==> config.mk <==
export PLATFORM = sky130hd
export DESIGN_NAME = interval_timer
export DESIGN_NICKNAME = d
export VERILOG_FILES = /design/src/rtl/interval_timer.sv
export SDC_FILE = /design/constraint.sdc
export NUM_CORES = 1
export LEC_CHECK = 0
export CORE_UTILIZATION = 48
export DETAILED_ROUTE_END_ITERATION = 7
export PLACE_DENSITY_LB_ADDON = 0.05
export RECOVER_POWER = 25
export SLEW_MARGIN = 40
export SYNTH_ARGS = -nofsm -noshare
export SYNTH_HDL_FRONTEND = slang
export SYNTH_SLANG_ARGS = --single-unit
==> constraint.sdc <==
create_clock -name clock -period 2 [get_ports clock]
set_clock_uncertainty 0.15 [all_clocks]
set_input_delay 0.2 -clock clock [delete_from_list [all_inputs] [get_ports clock]]
set_output_delay 0.2 -clock clock [all_outputs]
set_load 0.05 [all_outputs]
==> src/rtl/interval_timer.sv <==
// Prescaled interval timer: counts ticks up to a target loaded on start,
// in one-shot (sticky enable) or auto-reload (periodic done_pulse) mode.
module interval_timer #(
    parameter int PRESCALE = 195,
    parameter int PRE_W    = 8,
    parameter int COUNT_W  = 6
) (
    input  logic               clock,
    input  logic               reset,
    input  logic               start,
    input  logic               pause,
    input  logic               auto_reload,
    input  logic [COUNT_W-1:0] target,
    output logic [COUNT_W-1:0] count,
    output logic               enable,
    output logic               done_pulse,
    output logic               running
);

    typedef enum logic [1:0] {
        IDLE,
        RUN,
        DONE
    } state_t;

    localparam logic [PRE_W-1:0] PRE_LAST = PRE_W'(PRESCALE - 1);

    state_t               state, stateNext;
    logic [PRE_W-1:0]     prescaler, prescalerNext;
    logic [COUNT_W-1:0]   countNext;
    logic [COUNT_W-1:0]   targetQ, targetNext;
    logic                 modeQ, modeNext;
    logic                 pulseNext;
    logic                 tick;
    logic                 terminal;

    // A zero target counts as terminal on every tick so auto-reload with target 0 pulses per tick.
    assign tick     = (state == RUN) && !pause && (prescaler == PRE_LAST);
    assign terminal = (targetQ == '0) || (count == targetQ - COUNT_W'(1));

    always_comb begin
        stateNext     = state;
        prescalerNext = prescaler;
        countNext     = count;
        targetNext    = targetQ;
        modeNext      = modeQ;
        pulseNext     = 1'b0;

        if (start) begin
            targetNext    = target;
            modeNext      = auto_reload;
            prescalerNext = '0;
            countNext     = '0;
            if (target == '0) begin
                pulseNext = 1'b1;
                stateNext = auto_reload ? RUN : DONE;
            end else begin
                stateNext = RUN;
            end
        end else if (state == RUN && !pause) begin
            if (tick) begin
                prescalerNext = '0;
                if (terminal) begin
                    pulseNext = 1'b1;
                    if (modeQ) begin
                        countNext = '0;
                    end else begin
                        countNext = targetQ;
                        stateNext = DONE;
                    end
                end else begin
                    countNext = count + COUNT_W'(1);
                end
            end else begin
                prescalerNext = prescaler + PRE_W'(1);
            end
        end
    end

    always_ff @(posedge clock) begin
        if (reset) begin
            state      <= IDLE;
            prescaler  <= '0;
            count      <= '0;
            targetQ    <= '0;
            modeQ      <= 1'b0;
            done_pulse <= 1'b0;
        end else begin
            state      <= stateNext;
            prescaler  <= prescalerNext;
            count      <= countNext;
            targetQ    <= targetNext;
            modeQ      <= modeNext;
            done_pulse <= pulseNext;
        end
    end

    // DONE is only reachable in one-shot mode, so it doubles as the enable level.
    assign enable  = (state == DONE);
    assign running = (state == RUN);

endmodule

* Word-level counts from Yosys, hierarchy flattened
Index checks and enable logic that the tools add are counted.
** Operators by class
- $add $sub $neg :: 3
- Eq/ne operators :: 5
- Multiplexer cells :: 15
- Reduce and logical (&&, ||, !) cells :: 12
** Operators by type and width (number)
- $mux W2 :: 7
- $logic_not A6 Y1 :: 2
- $mux W6 :: 2
- $add A8 B1 Y8 const B :: 1
- $eq A8 B8 Y1 const B :: 1
- $mux W8 :: 1
- $add A6 B1 Y6 const B :: 1
- $eq A6 B6 Y1 :: 1
- $reduce_bool A2 Y1 :: 3
- $sub A6 B1 Y6 const B :: 1
- $mux W1 :: 5
- $reduce_and A4 Y1 :: 1
- $eq A2 B1 Y1 const B :: 1
- $eq A2 B2 Y1 const B :: 1
- $logic_and A1 B1 Y1 :: 2
- $ne A2 B2 Y1 const B :: 1
- $reduce_and A2 Y1 :: 1
- $reduce_or A2 Y1 :: 1
- $logic_not A1 Y1 :: 1
- $logic_or A1 B1 Y1 :: 1
** Word-level totals
- Register bits after elaboration :: 24
- Output and inout bits :: 9
- Logic and storage cells :: 41

* Longest topological paths before layout
Gate-level depths: netlist of the first run.
- Depth in word-level cells :: 7
- Mapped depth :: 9
- Depth with buffers taken out :: 8

* Least setup slack after synthesis of the first run
OpenSTA, ideal clock, no wires.
- Path kind :: reg2reg
- Start :: reg state[1]
- End :: reg count[2]
- Data arrival time :: 1.895 ns
- Required time :: 1.775 ns
- Setup slack :: -0.119 ns
- Stages on the path, launching flop included :: 7
- Path buffers :: 0
- Clock period less this slack :: 2.119 ns
- Path through :: dfxtp_1 -> and2b_1 -> and2b_4 -> nand3_1 -> or3_4 -> or3b_1 -> o211ai_2
** On the way
- Longest elaborated chain between the ends :: 4
** Ends and longest elaborated chain
- start: declaration :: RTL line 28 : state_t state, stateNext;
- start signal: assignment :: RTL line 89 : state <= stateNext;
- $eq A2 B1 Y1 (*)
- net running :: RTL line 17 : output logic running
- $logic_and A1 B1 Y1 (*) :: RTL line 38, 60
- $logic_and A1 B1 Y1 :: RTL line 38 : assign tick = (state == RUN) && !pause && (prescaler == PRE_LAST);
- $reduce_and A2 Y1 (no source line) (*)
- end signal: assignment :: RTL line 91 : count <= countNext;
- end: declaration :: RTL line 14 : output logic [COUNT_W-1:0] count,
Mark *: on every way through the listed nets, which the timed path passes. The rest lies on a longest branch.
A chain may end at the register's enable or synchronous reset.

* Worst setup path after layout of the first run
- Start :: reg targetQ[0]
- End :: reg count[2]
** On the way
- Longest elaborated chain between the ends :: 4
- Elaborated cells between the ends (all ways) :: 5
- Classes of those cells :: add/sub: 1; eq/ne: 1; mux: 1; reduce/logical: 2
** Ends and longest elaborated chain
- start: declaration :: RTL line 31 : logic [COUNT_W-1:0] targetQ, targetNext;
- start signal: assignment :: RTL line 92 : targetQ <= targetNext;
- $sub A6 B1 Y6 :: RTL line 39 : assign terminal = (targetQ == '0) || (count == targetQ - COUNT_W'(1));
- $eq A6 B6 Y1 :: RTL line 39
- $logic_or A1 B1 Y1 (*) :: RTL line 39
- $mux W6 (*) :: RTL line 63 : if (terminal) begin
Mark *: on every way between the ends. The rest lies on a longest branch, timed or not.

==> impl_metrics.toml, run 1 <==
[yosys]
ys.flop_type = "dfxtp_1"
syn_nets = 177
netlist_instances = 162
ys_seq_area_share_pct = 34.5
synth_area_um2 = 1390
synth-seq-cells = 24
ys_warn_count = 0
yosysTopAreaCellShare_pct = 34.5
avgSynthCellArea_um2 = 8.60
yosysUniqueCellTypes = 48
synth-async-reset-ratio_pct = 0
synth_top_cells_by_area = "dfxtp_1 34%, xor2_1 6.9%, mux2i_1 6.5%"
synth_enable_flop_cells = 0
yosysTopAreaCell = "dfxtp_1"

[critical_path]
r2r_slack_ns = -0.06
crit_slowest_cell = "or3b_1"
critPathCaptureType = "flop"
reg2reg_from = "targetQ[0]"
crit_arrival_ns = 2.14
crit_required_ns = 2.09
startpoint = "targetQ[0]"
critPathMaxFanout = 7
crit_type = "flop to flop"
path_cells = "inv_2 -> ha_4 -> xor2_1 -> o211ai_1 -> a31oi_4 -> o22ai_4 -> or3b_1 -> o211ai_2"
start_kind = "flop"
slowest_delay_ns = 0.42

[detailed_routing]
first_iter_violations = 70
drtPass1Iterations = 4
vias = 1325
viasPerCell = 5.84
drc = 0
ant_nets = 0
wirelength_mm = 3.30
wire_per_inst_um = 14.5

[place]
place.gp.congestion = 0.800
numPortBuffers = 19
placed_area_um2 = 1730
hpwlAfterDp_mm = 2.41

[timing]
worst_slack_ns = -0.0580
fmax_mhz = 486
layout_min_cycle_time_ns = 2.06
max-slew-margin-rel_pct = 66.6
finalCritPeriodShare_pct = 103
finalSetupViolCount = 2
tightest_slew_ns = 0.500
rsz0062_at_grt = "yes"
drv_slew = 0
finalHoldViolCount = 0
whs_ns = 0.381

[final_layout]
nets = 213
syn_to_final_growth_pct = 32.2
fillers = 244
antenna_cells = 0
drive_above_1_share_pct = 24.5
fin_area_um2 = 1840

[grt]
antenna_found_initial = 0
gr-total-overflow = 0
track_usage_pct = 22.1
grt_max_degree = 13
grt_pass1_wl_mm = 5.52
grt_pass1_vias = 1245

[floorplanning]
die_width_um = 55.9
start_util_pct = 50.5
rows = 19
die_h_um = 55.9
core_area_um2 = 2760
dieArea_um2 = 3120
ios = 20

[flow_run]
drv_cap = 0

[worst_hold_path]
hold_class = "primary input to flop"
min-delay-start = "target[5]"

[power]
irDropWorstVdd_v = 0.000397
power.density_nw_per_um2 = 504
swShare_pct = 28.2
p_seq_share_pct = 55.5
power_frac_clock_pct = 22.0
p_total_w = 0.000930
p_sw_w = 0.000263
power_frac_comb_pct = 22.5
p_leak_nw = 0.781
p_int_w = 0.000667

[clocking]
clkTransAtPathRegs_ns = 0.12
cts_tree = "built"
cts.sinks = 24
clk_latency_ns = 0.31
cts_inserted_buffers = 3
clock_path_buffers = 2
cts_max_level = 1
root_buffer = "clkbuf_4"

[run_status]
violations = "setup timing"
status = "complete, but fails checks"
-- layer usage --
layer / vias up / global-route usage, % / share of wire (%)
li1: 648 / - / -
met1: 631 / 30.8 / 48
met2: 38 / 35.5 / 46
met3: 8 / 3.02 / 3.9
met4: 0 / 6.97 / 2.5
met5: - / 0 / 0
-- layout make-up --
type | instances | area (um2) | area share (%)
clock buffers | 3 | 22.5 | 1.22
inverters | 5 | 18.8 | 1.02
multi-input cells | 125 | 928 | 50.4
flip-flops and latches | 24 | 489 | 26.5
well taps | 31 | 38.8 | 2.10
repair buffers | 39 | 345 | 18.7
-- per-stage QoR --
step	cells	setup TNS, ns	worst slack (ns)	utilization, %
2_1_floorplan	162	0	0.0186	-
3_3_place_gp	223	-0.00130	-0.00130	62.7
3_5_place_dp	223	-0.113	-0.0537	62.7
4_1_cts	226	-0.0352	-0.0232	64.9
5_1_grt	227	-0.461	-0.120	66.8
6_report	227	-0.0595	-0.0580	66.8
-- cells in the final DEF, fill, tap and decap left out, types with 3 or more instances in the layout --
| cell | netlist | layout |
|---|---|---|
| nand4_1 | 8 | 8 |
| nand2_1 | 7 | 7 |
| a21oi_1 | 4 | 4 |
| ha_1 | 4 | 3 |
| nor2_1 | 21 | 21 |
| buf_4 | 2 | 20 |
| mux2i_1 | 9 | 9 |
| clkbuf_4 | 0 | 3 |
| dfxtp_1 | 24 | 17 |
| nor3_1 | 5 | 4 |
| o21ai_0 | 3 | 3 |
| clkdlybuf4s50_1 | 0 | 14 |
| dfxtp_2 | 0 | 7 |
| xor2_1 | 11 | 11 |
| and3_1 | 4 | 4 |
| nand3_1 | 5 | 5 |
| a211oi_1 | 4 | 3 |
| inv_1 | 5 | 3 |
-- logic make-up after synthesis --
family	count (synthesis)	share of synthesized area [%]
adders and majority gates	4	3.59
muxes	9	6.46
and+or+nand+nor	75	31.1
AOI/OAI and AO/OA	24	12.0
xor gates and xnor gates	13	8.17
DFF	24	34.5
buffers and inverters	13	4.22
-- registers in the layout (all words and copies together) (netlist names) --
signal / cells
targetQ: 6
prescaler: 8
done_pulse: 1
count: 6
state: 2
modeQ: 1
-- repair_timing --
item | CTS | global route
hold buffers | 0 | 0
endpoints found under the setup margin | 6 | 11
setup buffers | 0 | 1
pin swaps | 2 | 12
gates resized for setup | 6 | 13
endpoints found under the hold margin | 0 | 0
-- power by group through the flow --
| stage | sequential, W | combinational, W | clock [W] |
|---|---|---|---|
| after detailed placement | 0.000524 | 0.000177 | 0 |
| after CTS | 0.000514 | 0.000193 | 0.000220 |
| after floorplan | 0.000523 | 0.000107 | 0 |
| after global placement | 0.000523 | 0.000174 | 0 |
| final | 0.000516 | 0.000209 | 0.000204 |
| after global routing | 0.000519 | 0.000226 | 0.000234 |
-- Yosys cell counts, types with 2 or more instances --
cell type,count
a31oi_1,3
nor2b_1,2
nand2b_1,2
a21oi_1,4
nand3_1,5
nor2_1,21
nand4_1,8
clkbuf_1,3
mux2i_1,9
nand3b_1,2
o211ai_1,2
xor2_1,11
dfxtp_1,24
nor3b_1,2
a21o_1,2
o21ai_0,3
a211oi_1,4
nand2_1,7
nor3_1,5
buf_4,2
or3_1,2
buf_2,2
ha_1,4
xnor2_1,2
and3_1,4
inv_1,5
-- path summary, 6_finish.rpt --
kind,end,cells after the start
max,count[2],8
min,targetQ[5],3
max reg2reg,count[2],8
min reg2reg,prescaler[7],2
-- worst max-delay path, delay by kind of cell, from the launching register on --
kind            cells  cell delay, ns
compound gates      4            0.58
simple gates        1            0.42
flops               1            0.37
fa+ha+maj           1            0.25
xor+xnor            1            0.14
buf+inv             1            0.05
(Power assumes the default switching activity.)
==> run 2: changes to the inputs <==
--- a/config.mk
+++ b/config.mk
@@ -11,2 +11,3 @@
 export RECOVER_POWER = 25
+export SETUP_SLACK_MARGIN = 0.15
 export SLEW_MARGIN = 40
==> constraint.sdc (replaced) <==
create_clock -name clock -period 2 [get_ports clock]
set_clock_uncertainty 0.15 [all_clocks]
set_input_delay 0.5 -clock clock [delete_from_list [all_inputs] [get_ports clock]]
set_output_delay 0.5 -clock clock [all_outputs]
set_load 0.05 [all_outputs]
==> run 2 against run 1 <==
Against the previous run: the run still ends with setup timing left; hold slack gained 0.0052 ns; highest routed layer unchanged; cell area grew 6.7%; critical path type unchanged; sequential power is essentially flat; wire length grew 4.4%; critical path depth grew 1; global-route usage grew 1.6 points; critical endpoint is now count[4].
==> impl_metrics.toml, run 2 (synthesized netlist as in run 1, its figures left out) <==
[floorplanning]
dieArea_um2 = 3120
core_area_um2 = 2760
start_util_pct = 50.5
die_width_um = 55.9
die_h_um = 55.9
rows = 19
ios = 20

[critical_path]
crit_required_ns = 2.10
crit_arrival_ns = 2.17
reg2reg_to = "count[4]"
start_kind = "flop"
reg2reg_depth = 9
startpoint = "targetQ[0]"
timing.critical_path.to = "count[4]"
critPathMaxFanout = 8
reg2reg_from = "targetQ[0]"
crit_type = "flop to flop"
critPathCaptureType = "flop"
r2r_slack_ns = -0.07

[clocking]
cts_inserted_buffers = 3
clk_latency_ns = 0.31
cts_tree = "built"
cts.sinks = 24
root_buffer = "clkbuf_4"
clock_path_buffers = 2
cts_max_level = 1
cts_hold_buf = 0
clkTransAtPathRegs_ns = 0.14

[detailed_routing]
viasPerCell = 5.71
drc = 0
ant_nets = 0
vias = 1336
first_iter_violations = 56
wirelength_mm = 3.44
drtPass1Iterations = 4
wire_per_inst_um = 14.7

[place]
placed_cells = 224
placed_area_um2 = 1790
post-place-ws_ns = -0.271
hpwlAfterDp_mm = 2.49
place.gp.congestion = 0.816
numPortBuffers = 19

[worst_hold_path]
hold_class = "flop to flop"

[grt]
grt_max_degree = 14
track_usage_pct = 23.7
grt_pass1_vias = 1311
gr-total-overflow = 0
grt_pass1_wl_mm = 5.89
antenna_found_initial = 0

[timing]
worst_slack_ns = -0.0748
rsz0062_at_grt = "yes"
max-slew-margin-rel_pct = 75.9
tns_ns = -0.287
tightest_slew_ns = 0.359
finalCritPeriodShare_pct = 104
finalSetupViolCount = 7
fmax_mhz = 482
finalHoldViolCount = 0
drv_slew = 0
layout_min_cycle_time_ns = 2.07
whs_ns = 0.386

[final_layout]
fin_area_um2 = 1970
layout_commonest_cell = "buf_4"
largest_registers = "prescaler x8, count x6, targetQ x6"
fillers = 225
antenna_cells = 0
nets = 219
drive_above_1_share_pct = 34.5
largest_register = "prescaler"
layout_common_cells = "30 x buf_4, 21 x nor2_1, 16 x dfxtp_1"
stdcell_count = 234
syn_to_final_growth_pct = 41.1
largest_reg_flops = 8

[power]
p_leak_nw = 0.808
irDropWorstVdd_v = 0.000537
power.density_nw_per_um2 = 518

[run_status]
violations = "setup timing"
status = "complete, but fails checks"

[flow_run]
drv_cap = 0
## run 2: changes by cell type in the layout (fill, tap and decap cells not counted), moves of 2 or more
cell             change
buf_4               +10
clkdlybuf4s50_1      -4
a211oi_1             -2
a211oi_2             +2
buf_12               +2
buf_6                +2
dfxtp_4              +2
dlymetal6s2s_1       -2
nor3_1               -2
## run 2: where the power goes
group	switching [W]	leakage [nW]	internal, W	total (W)
registers	0.0000223	0.200	0.000491	0.000513
logic	0.000117	0.588	0.000133	0.000249
clock network	0.000145	0.0210	0.000111	0.000256
## run 2: final cells by class
cell class	instances	area (um2)	area share (%)
Multi-Input combinational cell	125	976	49.6
Sequential cell	24	495	25.2
Timing Repair Buffer	45	399	20.3
Tap cell	31	38.8	1.97
Clock buffer	4	36.3	1.84
Inverter	5	21.3	1.08
## run 2: per-layer routing
layer	vias up	GRT usage, %	wire, um
met5	-	0	0
met4	0	10.5	29
met3	2	3.02	168
met2	33	38.0	1730
met1	637	32.1	1520
li1	664	-	-
## run 2: worst min-delay path by stage
stage                            start      endpoint  slack, ns  cells past startpoint
after floorplan             targetQ[1]    targetQ[1]       0.33                      2
after global placement    prescaler[7]  prescaler[7]       0.34                      2
after detailed placement  prescaler[6]  prescaler[6]       0.36                      2
after CTS                     count[1]      count[1]       0.39                      2
after global routing          count[1]      count[1]       0.42                      2
final                     prescaler[7]  prescaler[7]       0.39                      2
## run 2: per-stage QoR
step | util, % | total power, W
after global routing | 71.3 | 0.00107
after global placement | 64.7 | 0.000712
after floorplan | - | 0.000645
final | 71.3 | 0.00102
after CTS | 69.0 | 0.00100
after detailed placement | 64.7 | 0.000718
## run 2: critical path, cell delays in order (launching register included)
cell and delay (ns):
dfxtp_4 0.40, inv_4 0.04, ha_4 0.16, and4bb_1 0.18
o211ai_1 0.29, a31oi_4 0.07, o22ai_4 0.34, buf_6 0.15
a211oi_2 0.04, a211oi_2 0.18
## run 2: timing repair
item | 4_1_cts | 5_1_grt
gates cloned | 0 | 0
gates resized for setup | 11 | 8
buffers inserted | 3 | 3
setup endpoints to repair | 9 | 10
pin swaps | 11 | 4
==> run 3: changes to the inputs <==
CORE_ASPECT_RATIO = 1.5   (was default)
==> run 3 against run 2 <==
Against the previous run: the run still ends with setup timing left; combinational power down 8%; sequential share of layout area up 0.28 points; non-clock buffer count down 4; first-iteration DRC count down 61%; die area up 0.15%; maximum frequency down 0.47%; cell count up 0.85%; wire length up 0.96%; clock power up 49%; core utilization up 0.60 points; via count down 2.5%; global-route usage up 1.1 points; critical path type is now primary input to flop.
==> impl_metrics.toml, run 3 (synthesized netlist as in run 1, its figures left out) <==
[flow_run]
drv_cap = 0

[power]
p_seq_share_pct = 45.7
swShare_pct = 26.5
p_int_w = 0.000826
power_frac_comb_pct = 20.4
power_frac_clock_pct = 33.9
p_sw_w = 0.000297
p_leak_nw = 0.801
power.density_nw_per_um2 = 577
irDropWorstVdd_v = 0.000453

[worst_hold_path]
holdPathEnd = "count[1]"
hold_class = "flop to flop"
min-delay-start = "count[1]"
hold_depth = 2

[clocking]
clock_path_buffers = 2
cts_inserted_buffers = 3
clkTransAtPathRegs_ns = 0.09
cts_tree = "built"
root_buffer = "clkbuf_8"
cts.sinks = 24
cts_max_level = 1
cts_hold_buf = 0
clk_latency_ns = 0.27

[critical_path]
reg2reg_from = "targetQ[0]"
r2r_slack_ns = -0.03
crit_arrival_ns = 2.14
critPathCaptureType = "flop"
reg2reg_depth = 9
critPathMaxFanout = 4
reg2reg_to = "count[2]"
start_kind = "primary input"
crit_type = "primary input to flop"
crit_required_ns = 2.05

[grt]
grt_max_degree = 15
grt_pass1_vias = 1268
antenna_found_initial = 0
track_usage_pct = 24.8
gr-total-overflow = 0
grt_pass1_wl_mm = 5.69

[detailed_routing]
wirelength_mm = 3.48
ant_nets = 0
first_iter_violations = 22
drc = 0
drtPass1Iterations = 4
viasPerCell = 5.52
vias = 1302
wire_per_inst_um = 14.7

[floorplanning]
ios = 20
dieArea_um2 = 3130
die_width_um = 46
core_area_um2 = 2710
die_h_um = 68.0
start_util_pct = 51.5
rows = 23

[final_layout]
largest_reg_flops = 8
fin_util_pct = 71.9
layout_common_cells = "26 x buf_4, 21 x nor2_1, 16 x dfxtp_1"
fillers = 221
multi_input_area_um2 = 956
syn_to_final_growth_pct = 39.6
antenna_cells = 0
largest_register = "prescaler"
stdcell_count = 236
drive_above_1_share_pct = 32.2
nets = 215
largest_registers = "prescaler x8, count x6, targetQ x6"
layout_commonest_cell = "buf_4"
regArea_um2 = 495

[timing]
worst_slack_ns = -0.0845
max-slew-margin-rel_pct = 60.4
drv_slew = 0
layout_min_cycle_time_ns = 2.08
finalHoldViolCount = 0
rsz0062_at_grt = "yes"
fmax_mhz = 480
finalCritPeriodShare_pct = 104
tightest_slew_ns = 0.597
tns_ns = -0.170
finalSetupViolCount = 3

[place]
numPortBuffers = 19
place.gp.congestion = 0.817
hpwlAfterDp_mm = 2.58
placed_cells = 229

[run_status]
violations = "setup timing"
status = "complete, but fails checks"
## run 3: area by class of cell
cell class	count	area share, %
clock buffer	4	3.41
inverter	5	1.09
multi-input combinational	125	49.1
tap	37	2.38
sequential	24	25.5
timing repair buffer	41	18.5
## run 3: worst max path at each step
stage,startpoint,endpoint,slack [ns],depth (start not counted)
after floorplan,state[1],count[2],0.08,6
after detailed placement,pause,count[2],-0.28,6
after global routing,targetQ[0],count[2],-0.1,9
after global placement,pause,count[2],-0.26,6
after CTS,targetQ[0],count[0],-0.008,8
final,start,count[2],-0.08,5
## run 3: what timing repair did
action                                 CTS  global route
endpoints found under the hold margin    0             0
setup buffers                            1             2
pin swaps                                7            10
cloned                                   0             0
resized for setup                       14             1
setup endpoints to repair               12             9
## run 3: through the flow
step           area, um2  power [W]  hold slack (ns)  worst slack (ns)
4_1_cts             1930    0.00112            0.386          -0.00829
2_1_floorplan       1460   0.000645            0.328            0.0808
6_report            1950    0.00112            0.389           -0.0845
3_3_place_gp        1790   0.000715            0.349            -0.255
5_1_grt             1950    0.00117            0.405           -0.0982
3_5_place_dp        1790   0.000720            0.365            -0.275
## run 3: power by group through the flow
| stage | logic (W) | registers, W | clock network (W) |
|---|---|---|---|
| 5_1_grt | 0.000247 | 0.000516 | 0.000404 |
| 3_3_place_gp | 0.000192 | 0.000523 | 0 |
| 6_report | 0.000229 | 0.000513 | 0.000381 |
| 3_5_place_dp | 0.000196 | 0.000524 | 0 |
| 2_1_floorplan | 0.000121 | 0.000524 | 0 |
| 4_1_cts | 0.000223 | 0.000513 | 0.000383 |
## run 3: per-layer routing
| layer | share of wire [%] | vias to the layer above | GRT usage, % |
|---|---|---|---|
| met4 | 0.98 | 0 | 9.19 |
| li1 | - | 655 | - |
| met1 | 41 | 624 | 27.3 |
| met3 | 2.6 | 4 | 3.69 |
| met2 | 56 | 19 | 46.0 |
| met5 | 0 | - | 0 |
## run 3: critical path, stage by stage
cell and delay [ns]:
dlygate4sd3_1 0.55, or2_4 0.26, or3_4 0.36, or3b_4 0.41, o211ai_2 0.06
